`config.mk`:
```
export PLATFORM = sky130hd
export DESIGN_NAME = flash_spi_arbiter
export DESIGN_NICKNAME = d
export VERILOG_FILES = /design/src/rtl/flash_arb_pkg.sv /design/src/rtl/flash_arb_sync.sv /design/src/rtl/flash_spi_arbiter.sv
export SDC_FILE = /design/constraint.sdc
export NUM_CORES = 1
export LEC_CHECK = 0
export CAP_MARGIN = 40
export CORE_MARGIN = 8
export CORE_UTILIZATION = 40
export DETAILED_ROUTE_END_ITERATION = 16
export PLACE_DENSITY = 0.71
export SLEW_MARGIN = 20
export SYNTH_ARGS = -nofsm -noshare
export SYNTH_HDL_FRONTEND = slang
export SYNTH_SLANG_ARGS = --single-unit
```
`constraint.sdc`:
```
create_clock -name wb_clk_i -period 4.2 [get_ports wb_clk_i]
set_clock_uncertainty 0.1 [all_clocks]
set_input_delay 0.84 -clock wb_clk_i [delete_from_list [all_inputs] [get_ports wb_clk_i]]
set_output_delay 0.84 -clock wb_clk_i [all_outputs]
set_load 0.02 [all_outputs]
```
`src/rtl/flash_arb_pkg.sv`:
```
// Shared encodings for the SPI flash bus arbiter: FSM states and pad
// output-enable patterns.
package flash_arb_pkg;
  typedef enum logic [1:0] {
    MGMT    = 2'd0,
    DRAIN   = 2'd1,
    PASS    = 2'd2,
    RELEASE = 2'd3
  } arb_state_e;

  localparam logic [1:0] OEB_IDLE = 2'b11;
  localparam logic [1:0] OEB_PT   = 2'b10;
endpackage

```
`src/rtl/flash_arb_sync.sv`:
```
// Multi-flop synchronizer bringing an asynchronous level into the clock
// domain. Clears to 0 on reset.
module flash_arb_sync #(
  parameter int STAGES = 2
) (
  input  logic clk,
  input  logic rst,
  input  logic d_i,
  output logic q_o
);
  logic [STAGES-1:0] sync_q;
  logic [STAGES-1:0] sync_d;

  always_comb sync_d = {sync_q[STAGES-2:0], d_i};

  always_ff @(posedge clk or posedge rst) begin
    if (rst) sync_q <= '0;
    else     sync_q <= sync_d;
  end

  assign q_o = sync_q[STAGES-1];
endmodule

```
`src/rtl/flash_spi_arbiter.sv`:
```
// Hands the external SPI flash between the mgmt flash controller and the
// housekeeping pass-thru path, with guard intervals and CPU hold.
module flash_spi_arbiter
  import flash_arb_pkg::*;
#(
  parameter int SYNC_STAGES  = 2,
  parameter int GUARD_CYCLES = 8,
  parameter int CNT_W        = 8
) (
  input  logic       wb_clk_i,
  input  logic       wb_rst_i,
  input  logic       mgmt_csb_i,
  input  logic       mgmt_sck_i,
  input  logic [1:0] mgmt_io_do_i,
  input  logic [1:0] mgmt_io_oeb_i,
  output logic [1:0] mgmt_io_di_o,
  input  logic       pt_req_i,
  input  logic       pt_csb_i,
  input  logic       pt_sck_i,
  input  logic       pt_sdi_i,
  output logic       pt_sdo_o,
  output logic       pt_grant_o,
  output logic       flash_csb_o,
  output logic       flash_clk_o,
  output logic [1:0] flash_io_do_o,
  output logic [1:0] flash_io_oeb_o,
  input  logic [1:0] flash_io_di_i,
  output logic       cpu_hold_o,
  output logic       busy_o
);
  localparam logic [CNT_W-1:0] CNT_LAST = CNT_W'(GUARD_CYCLES - 1);

  arb_state_e       state_q, state_d;
  logic [CNT_W-1:0] cnt_q, cnt_d;
  logic             cpu_hold_q, cpu_hold_d;
  logic             pt_req_s;

  flash_arb_sync #(.STAGES(SYNC_STAGES)) u_req_sync (
    .clk (wb_clk_i),
    .rst (wb_rst_i),
    .d_i (pt_req_i),
    .q_o (pt_req_s)
  );

  // Once DRAIN starts the whole hand-over runs to completion.
  always_comb begin
    state_d    = state_q;
    cnt_d      = cnt_q;
    cpu_hold_d = cpu_hold_q;
    case (state_q)
      MGMT: if (pt_req_s) begin
        state_d    = DRAIN;
        cnt_d      = '0;
        cpu_hold_d = 1'b1;
      end
      DRAIN: if (cnt_q == CNT_LAST) begin
        state_d = PASS;
        cnt_d   = '0;
      end else begin
        cnt_d = cnt_q + CNT_W'(1);
      end
      PASS: if (!pt_req_s) begin
        state_d = RELEASE;
        cnt_d   = '0;
      end
      RELEASE: if (cnt_q == CNT_LAST) begin
        state_d    = MGMT;
        cpu_hold_d = 1'b0;
      end else begin
        cnt_d = cnt_q + CNT_W'(1);
      end
      default: state_d = MGMT;
    endcase
  end

  always_ff @(posedge wb_clk_i or posedge wb_rst_i) begin
    if (wb_rst_i) begin
      state_q    <= MGMT;
      cnt_q      <= '0;
      cpu_hold_q <= 1'b0;
    end else begin
      state_q    <= state_d;
      cnt_q      <= cnt_d;
      cpu_hold_q <= cpu_hold_d;
    end
  end

  // Select comes only from registered state; SPI data/clock stay combinational.
  always_comb begin
    flash_csb_o    = 1'b1;
    flash_clk_o    = 1'b0;
    flash_io_do_o  = 2'b00;
    flash_io_oeb_o = OEB_IDLE;
    mgmt_io_di_o   = 2'b00;
    pt_sdo_o       = 1'b0;
    if (!wb_rst_i) begin
      case (state_q)
        MGMT: begin
          flash_csb_o    = mgmt_csb_i;
          flash_clk_o    = mgmt_sck_i;
          flash_io_do_o  = mgmt_io_do_i;
          flash_io_oeb_o = mgmt_io_oeb_i;
          mgmt_io_di_o   = flash_io_di_i;
        end
        PASS: begin
          flash_csb_o    = pt_csb_i;
          flash_clk_o    = pt_sck_i;
          flash_io_do_o  = {1'b0, pt_sdi_i};
          flash_io_oeb_o = OEB_PT;
          pt_sdo_o       = flash_io_di_i[1];
        end
        default: ;
      endcase
    end
  end

  assign pt_grant_o = (state_q == PASS);
  assign busy_o     = (state_q != MGMT);
  assign cpu_hold_o = cpu_hold_q;
endmodule
```
==> results.toml <==
[logic_synthesis]
ys_warn_count = 0
ys_seq_elements = 13
synthesis.instances = 90
syn_area_per_cell_um2 = 9.09
yosysSeqAreaShare = 0.398
syn-cell-area_um2 = 818
synth.distinct_cells = 28
synthesis.nets = 110

[timing]
finalSetupViolCount = 0
clock.fmax_mhz = 281
min_period_ns = 3.55
grt_setup_unrepaired = "no"
setup-tns-final_ns = 0
fin_ws_ns = 0.647
tightest_slew_ns = 0.370
period_share = 0.846
hold_viol = 0
slew_viol_final = 0
timing.slew.headroom = 0.753

[clocking]
htree_levels = 1
clock_path_buffers = 2
cts_tree = "built"
numCtsBuffers = 3
cts-root-buf = "clkbuf_4"
hold_buffers = 0
clkSlewWorstSetupHoldPaths_ns = 0.09
postCtsSetupBuffers = 0
cts_sinks = 13
insertion_delay_ns = 0.29
cts_resized = 0

[setup_path]
crit_start = "wb_rst_i"
path_class = "in -> out"
end_kind = "output port"
r2r-start = "state_q[1]"
setup.worst_path.start_class = "input port"
critical_path.max_fanout = 11
cp.required_ns = 3.26
cp_data_arrival_time_ns = 2.61

[run_status]
status = "finished, final reports clean"

[pwr]
p_leak_nw = 0.486
powerDensity_nw_per_um2 = 551
max-vdd-ir-drop_uv = 385

[grt]
grt_use_met1 = 0.131
track_usage = 0.117
grt.busiest_layer = "met2"
antenna_found_initial = 0
grt_max_degree = 14
overflow = 0
use_met3 = 0.0438
grt_use_met2 = 0.203
grt_pass1_vias = 704
grt_pass1_wl_mm = 3.28

[floorplan]
dieArea_um2 = 3750
start_util = 0.421
die_w_um = 61.2
die_y_um = 61.2
ios = 26
core_area_um2 = 1940
rows = 16

[layout]
num_antenna_cells = 0
final_cell_mix = "clkdlybuf4s50_1 (25), nor2_1 (16), dfrtp_1 (13)"
layout_commonest_cell = "clkdlybuf4s50_1"
final_net_count = 139
design_area_um2 = 1130
drive_gt1_frac = 0.0847
syn2layout_area_growth_pct = 38.1

[drt]
drc = 0
wire_per_inst_um = 13.1
drt_iter0_markers = 12
via_count = 700
first_pass_iters = 4
postRouteAntennaNets = 0
wl_mm = 1.90
via_per_inst = 4.83

[worst_hold_path]
hp-class = "reg -> reg"
timing.hold.worst.start = "u_req_sync.sync_q[0]"

[placement]
dp_slack_ns = 0.623
dp_hpwl_mm = 1.53
place_congestion = 0.806
post_dp_cell_area_um2 = 1100
io_buffer_count = 25

[job]
drv_cap = 0
==> kinds of logic (layout without fill, tap and decap cells) <==
family | after synthesis | in the layout | synth area share
AND/OR/NAND/NOR | 36 | 36 | 0.214
AO/OA/AOI/OAI | 16 | 16 | 0.151
flip-flops | 13 | 13 | 0.398
buffers and inverters | 11 | 39 | 0.0505
adder cells (fa/ha/maj) | 6 | 6 | 0.0917
XOR/XNOR | 4 | 4 | 0.0428
multiplexers | 4 | 4 | 0.0520
==> registers in the layout, indices dropped and copies added (netlist names) <==
register           flops
state_q                2
u_req_sync.sync_q      2
cpu_hold_o             1
cnt_q                  8
==> layout make-up <==
class / instances / area [um^2]
Tap cell: 27 / 33.8
Clock inverter: 1 / 5.00
Timing Repair Buffer: 26 / 258
Fill cell: 180 / 812
Multi-Input combinational cell: 66 / 452
Clock buffer: 3 / 22.5
Sequential cell: 13 / 325
Inverter: 9 / 33.8
==> per-stage QoR <==
| step | hold slack [ns] | power [mW] | util | cells |
|---|---|---|---|---|
| final | 0.260 | 0.622 | 0.582 | 145 |
| after global placement | 0.241 | 0.540 | 0.568 | 141 |
| after detailed placement | 0.240 | 0.548 | 0.568 | 141 |
| after floorplan | 0.231 | 0.428 | - | 90 |
| after CTS | 0.262 | 0.630 | 0.582 | 145 |
| after global routing | 0.272 | 0.674 | 0.582 | 145 |
==> synth_stat cells <==
master     n  area (um^2)
o22ai_1    1         6.26
or4_4      1         11.3
a211oi_1   1         7.51
a22oi_1    2         15.0
mux2_1     1         11.3
or3_1      1         6.26
dfrtp_1   13          325
and3_1     4         25.0
a21oi_4    1         16.3
nor3_1     3         15.0
nand2_1    5         18.8
nor4_1     2         12.5
xor2_1     1         8.76
nor2_1    16         60.1
ha_1       6         75.1
xnor2_1    3         26.3
or3_4      1         11.3
mux2i_1    2         20.0
nand3_1    3         15.0
inv_1      9         33.8
clkbuf_1   2         7.51
a21oi_1    3         15.0
o21ai_0    4         20.0
a31oi_1    1         6.26
a221o_1    1         10.0
a211oi_4   1         20.0
mux2_2     1         11.3
a21o_1     1         7.51
==> final timing paths <==
kind	end	slack, ns	cells after the start
worst max-delay path	flash_csb_o	0.65	5
worst min-delay path	u_req_sync.sync_q[1]	0.26	0
worst max register to register	cnt_q[7]	2.14	6
worst min register to register	u_req_sync.sync_q[1]	0.26	0
max in group asynchronous	cnt_q[6]	2.78	3
min in group asynchronous	cnt_q[7]	0.78	2
==> metal layers <==
layer | up-vias | routed length, um
met2 | 7 | 975
met4 | 0 | 10
met3 | 2 | 63
li1 | 367 | -
met1 | 324 | 851
met5 | - | 0
==> report_power, final <==
part	switching [mW]	internal [mW]
logic	0.213	0.163
registers	0.0188	0.148
clock network	0.0443	0.0354
==> worst max-delay path, cell delays in order <==
cell,delay (ns)
clkdlybuf4s50_1,0.45
inv_1,0.27
o21ai_0,0.20
a221o_1,0.30
clkdlybuf4s50_1,0.54
(Power assumes the default switching activity.)
